[config.mk]
export PLATFORM = sky130hd
export DESIGN_NAME = cvita_uart_host
export DESIGN_NICKNAME = d
export VERILOG_FILES = /design/src/rtl/cvita_uart_host.sv
export SDC_FILE = /design/constraint.sdc
export NUM_CORES = 1
export LEC_CHECK = 0
export ABC_AREA = 1
export CAP_MARGIN = 20
export CORE_MARGIN = 3
export CORE_UTILIZATION = 35
export DETAILED_ROUTE_END_ITERATION = 8
export PLACE_DENSITY = 0.81
export SKIP_LAST_GASP = 1
export SLEW_MARGIN = 0
export SYNTH_ARGS = -nofsm -noshare
export SYNTH_HDL_FRONTEND = slang
export SYNTH_SLANG_ARGS = --single-unit
export TNS_END_PERCENT = 1
[constraint.sdc]
create_clock -name clk -period 1.77 [get_ports clk]
set_clock_uncertainty 0.1 [all_clocks]
set_input_delay 0.354 -clock clk [delete_from_list [all_inputs] [get_ports clk]]
set_output_delay 0.354 -clock clk [all_outputs]
set_load 0.005 [all_outputs]
[src/rtl/cvita_uart_host.sv]
// Host-side peer of the CVITA UART endpoint: wraps tx bytes into 2-beat CHDR command
// packets and unwraps returning context packets into a byte stream with seq checking.
module cvita_uart_host #(
   parameter logic [31:0] SID = 32'h0000_0010
) (
   input  logic        clk,
   input  logic        rst_n,
   input  logic [15:0] clkdiv,
   input  logic [7:0]  tx_tdata,
   input  logic        tx_tvalid,
   output logic        tx_tready,
   output logic [63:0] o_tdata,
   output logic        o_tlast,
   output logic        o_tvalid,
   input  logic        o_tready,
   input  logic [63:0] i_tdata,
   input  logic        i_tlast,
   input  logic        i_tvalid,
   output logic        i_tready,
   output logic [7:0]  rx_tdata,
   output logic        rx_tvalid,
   input  logic        rx_tready,
   output logic        seq_err
);

   localparam logic [1:0] T_IDLE = 2'd0;
   localparam logic [1:0] T_HDR  = 2'd1;
   localparam logic [1:0] T_BODY = 2'd2;

   localparam logic [1:0] R_HDR  = 2'd0;
   localparam logic [1:0] R_TIME = 2'd1;
   localparam logic [1:0] R_BODY = 2'd2;
   localparam logic [1:0] R_DROP = 2'd3;

   logic [1:0]  tx_state;
   logic [11:0] tx_seq;
   logic [7:0]  char_q;
   logic [15:0] clkdiv_q;

   logic [1:0]  rx_state;
   logic [11:0] exp_seq;
   logic [11:0] hdr_seq;
   logic        i_hs;

   // Only the seqnum, has-time flag and payload byte matter on the return path.
   logic        unused_ctx_bits;
   assign unused_ctx_bits = ^{i_tdata[63:62], i_tdata[60], i_tdata[47:8]};

   assign hdr_seq = i_tdata[59:48];
   assign i_hs    = i_tvalid && i_tready;

   // ---------------- TX path ----------------
   // NOTE: every output gets a default before the case so no latch is inferred;
   // gating the readies with rst_n keeps all outputs at 0 while reset is held.
   always_comb begin
      tx_tready = 1'b0;
      o_tvalid  = 1'b0;
      o_tlast   = 1'b0;
      o_tdata   = 64'd0;
      case (tx_state)
         T_IDLE: tx_tready = rst_n;
         T_HDR: begin
            o_tvalid = 1'b1;
            o_tdata  = {2'b00, 1'b0, 1'b0, tx_seq, 16'd16, SID};
         end
         T_BODY: begin
            o_tvalid = 1'b1;
            o_tlast  = 1'b1;
            o_tdata  = {16'h0000, clkdiv_q, 24'h00_0000, char_q};
         end
         default: ;
      endcase
   end

   // NOTE: state registers use non-blocking assignments so every flop samples
   // pre-edge values regardless of block ordering.
   always_ff @(posedge clk or negedge rst_n) begin
      if (!rst_n) begin
         tx_state <= T_IDLE;
         tx_seq   <= 12'd0;
         char_q   <= 8'd0;
         clkdiv_q <= 16'd0;
      end else begin
         case (tx_state)
            T_IDLE: if (tx_tvalid && tx_tready) begin
               char_q   <= tx_tdata;
               clkdiv_q <= clkdiv;
               tx_state <= T_HDR;
            end
            T_HDR:  if (o_tready) tx_state <= T_BODY;
            T_BODY: if (o_tready) begin
               tx_seq   <= tx_seq + 12'd1;
               tx_state <= T_IDLE;
            end
            default: tx_state <= T_IDLE;
         endcase
      end
   end

   // ---------------- RX path ----------------
   // Only a body beat needs a free output slot; every other beat is always taken.
   assign i_tready = rst_n && !(rx_state == R_BODY && rx_tvalid && !rx_tready);

   always_ff @(posedge clk or negedge rst_n) begin
      if (!rst_n) begin
         rx_state  <= R_HDR;
         exp_seq   <= 12'd0;
         rx_tdata  <= 8'd0;
         rx_tvalid <= 1'b0;
         seq_err   <= 1'b0;
      end else begin
         seq_err <= 1'b0;
         if (rx_tvalid && rx_tready) rx_tvalid <= 1'b0;
         if (i_hs) begin
            case (rx_state)
               R_HDR: begin
                  if (hdr_seq == exp_seq) begin
                     exp_seq <= exp_seq + 12'd1;
                  end else begin
                     seq_err <= 1'b1;
                     exp_seq <= hdr_seq + 12'd1;
                  end
                  if (i_tlast)         rx_state <= R_HDR;
                  else if (i_tdata[61]) rx_state <= R_TIME;
                  else                 rx_state <= R_BODY;
               end
               R_TIME: rx_state <= i_tlast ? R_HDR : R_BODY;
               R_BODY: begin
                  // A new byte loading on the same edge as a consume keeps rx_tvalid high.
                  rx_tdata  <= i_tdata[7:0];
                  rx_tvalid <= 1'b1;
                  rx_state  <= i_tlast ? R_HDR : R_DROP;
               end
               R_DROP: if (i_tlast) rx_state <= R_HDR;
               default: rx_state <= R_HDR;
            endcase
         end
      end
   end

endmodule
==> results.yml <==
run_status:
  status: "complete, but fails checks"
  violations: "setup timing"
global_routing:
  antenna_found_initial: 0
  grt_use_total: 0.1626
  grt_pass1_wl_mm: 14.81
  grt-ovfl-total: 0
  grt_max_degree: 32
  grt_pass1_vias: 3285
worst_setup_path:
  r2r-end: "tx_seq[8]"
  path_class: "reg2out"
  worstPathRequired_ns: 1.32
  arrival_ns: 1.57
  end_kind: "output port"
  crit_end: "o_tdata[58]"
  crit_fanout: 6
  startpoint: "tx_state[0]"
  worstSetupStartpointType: "flip-flop"
  r2r_slack_ns: 0.02
  r2r_cells: 10
  timing.rr.start: "tx_state[0]"
timing:
  finalSetupViolCount: 40
  finalMaxSlewViolations: 0
  setup_ws_ns: -0.2584
  rsz0062_at_grt: "yes"
  finalSetupTns_ns: -8.332
  fmax_mhz: 493.0
  hold_viol: 0
  period_share: 1.146
  period_needed_ns: 2.028
synthesis:
  synthArstFlopShare: 1.000
  synthTopCellsByCount: "nand2_1, inv_1, dfrtp_1, nor2_1, buf_4"
  ys.flop_type: "dfrtp_1"
  ys_top_cells_by_area: "dfrtp_1, nand2_1, inv_1"
  yosysMostFrequentCell: "nand2_1"
  syn_area_um2: 3543
  yosysWarnings: 0
  synth_top_area_share: 0.4379
  synth_edf_count: 0
  ys_seq_area_frac: 0.4379
  synth_top_cell_by_area: "dfrtp_1"
  synth_cells: 480
  postSynthAreaPerCell_um2: 7.382
  ys_ff_latch: 62
  synthDistinctLibCells: 31
power_and_ir_drop:
  p_comb_frac: 0.421
  pwr-share-seq: 0.384
  p_sw_uw: 2119
  sw_frac_of_total: 0.3529
  clkPwrFrac: 0.195
  power-per-cell-area_nw_per_um2: 1180
  vdd_drop_max_uv: 653.7
  p_int_uw: 3886
  leakagePower_uw: 0.002820
finish:
  layout-drive-gt1-share: 0.1942
  areaGrowthSynthToFinish_pct: 43.64
  post-route-util: 0.5183
  final_area_um2: 5090
  nets: 718
  fillers: 940
  antenna_cells: 0
clock_network:
  cts_buffers: 9
  cts_buffer_depth: 2
  hold_buffers: 0
  cts_root_buf: "clkbuf_8"
  cts_tree: "yes"
  clock-sinks: 62
  clk_latency_ns: 0.34
  clk_pin_slew_ns: 0.07
  cts_max_level: 3
floorplanning:
  die_y_um: 106.6
  die_w_um: 106.6
  core-area_um2: 9819
  initial_core_util: 0.3609
  io_pins: 173
  die_area_um2: 11370
  fp-row-count: 36
route:
  dr_total_vias: 3304
  vias_per_cell: 4.370
  dr.pass1.iters: 4
  first_iter_violations: 126
  drc: 0
  ant_nets: 0
  wl_per_cell_um: 11.84
  routed_wl_mm: 8.952
placed_design:
  io_buffers: 101
  placed_area_um2: 4775
  gp_congestion: 0.8766
  hpwl_mm: 6.617
worst_hold_path:
  hp-class: "in2async"
job:
  drv_cap: 0
## layout by cell type, fill, tap and decap left out, drive strengths merged, types with 2 or more instances in the layout
cell             n
nand2          187
inv             75
buf             63
dfrtp           62
clkdlybuf4s50   60
nor2            32
conb            28
o21ai           26
nand3           20
clkdlybuf4s15   14
clkbuf          13
xor2            10
xnor2            6
nand4            5
ha               5
dlygate4sd2      4
nor3             4
clkinv           2
## layout make-up
cell class | instances | area, um^2 | area share
clock buffer | 13 | 168.9 | 0.03319
clock inverter | 3 | 17.52 | 0.003441
inverter | 75 | 284.0 | 0.05580
multi-input combinational | 329 | 1630 | 0.3203
sequential | 62 | 1551 | 0.3048
tap | 133 | 166.4 | 0.03269
timing repair buffer | 141 | 1271 | 0.2498
## metal layers
metal | global-route usage | vias to the layer above | part of all wire
li1 | - | 1665 | -
met1 | 0.1953 | 1521 | 0.43
met2 | 0.2837 | 103 | 0.50
met3 | 0.02890 | 15 | 0.051
met4 | 0.07306 | 0 | 0.019
met5 | 0 | - | 0
## worst min path at each step
stage                    to          from
2_1_floorplan     char_q[0]         rst_n
3_3_place_gp     tx_seq[11]    tx_seq[11]
3_5_place_dp   clkdiv_q[11]  clkdiv_q[11]
4_1_cts         tx_state[1]         rst_n
5_1_grt         tx_state[0]         rst_n
6_report       clkdiv_q[10]         rst_n
## kinds of logic after synthesis
group / count (synthesis) / share of synthesized area
buffers and inverters: 116 / 0.1564
XOR/XNOR: 16 / 0.03955
AND/OR/NAND/NOR: 248 / 0.2874
adder cells (fa/ha/maj): 5 / 0.01766
flip-flops: 62 / 0.4379
other: 1 / 0.001058
AO/OA/AOI/OAI: 32 / 0.06003
## state kept, by name, indices dropped and copies added (netlist names)
register	count
clkdiv_q	16
exp_seq	12
tx_seq	12
char_q	8
rx_tdata	8
rx_state	2
tx_state	2
rx_tvalid	1
seq_err	1
## through the flow
stage / total power (uW) / setup WS (ns) / cells / hold slack, ns
floorplan: 3414 / 0.1425 / 507 / -0.04159
finish: 6005 / -0.2584 / 756 / 0.06532
global placement: 4427 / -0.2460 / 729 / 0.3546
detailed placement: 4547 / -0.2771 / 729 / 0.3652
CTS: 6065 / -0.2753 / 756 / 0.06767
global route: 6491 / -0.3397 / 756 / 0.09182
## power by group through the flow
stage          logic (uW)  clock network, uW  registers, uW
2_1_floorplan        1170                  0           2240
3_3_place_gp         2150                  0           2280
3_5_place_dp         2240                  0           2300
4_1_cts              2550               1210           2300
5_1_grt              2840               1280           2370
6_report             2530               1170           2300
## timing repair
item	4_1_cts	5_1_grt
cloned	3	0
endpoints found under the hold margin	0	0
resized for setup	149	7
pin swaps	3	1
buffers inserted	8	0
setup endpoints to repair	40	46
## worst max-delay path, stage by stage (launching register included)
cell and delay (ns):
dfrtp_1 0.37, inv_2 0.07, buf_12 0.12, ha_4 0.28, nand2_4 0.06, buf_6 0.14, nor2_2 0.08, buf_2 0.12
No activity file was read; power rests on OpenSTA's default activity.
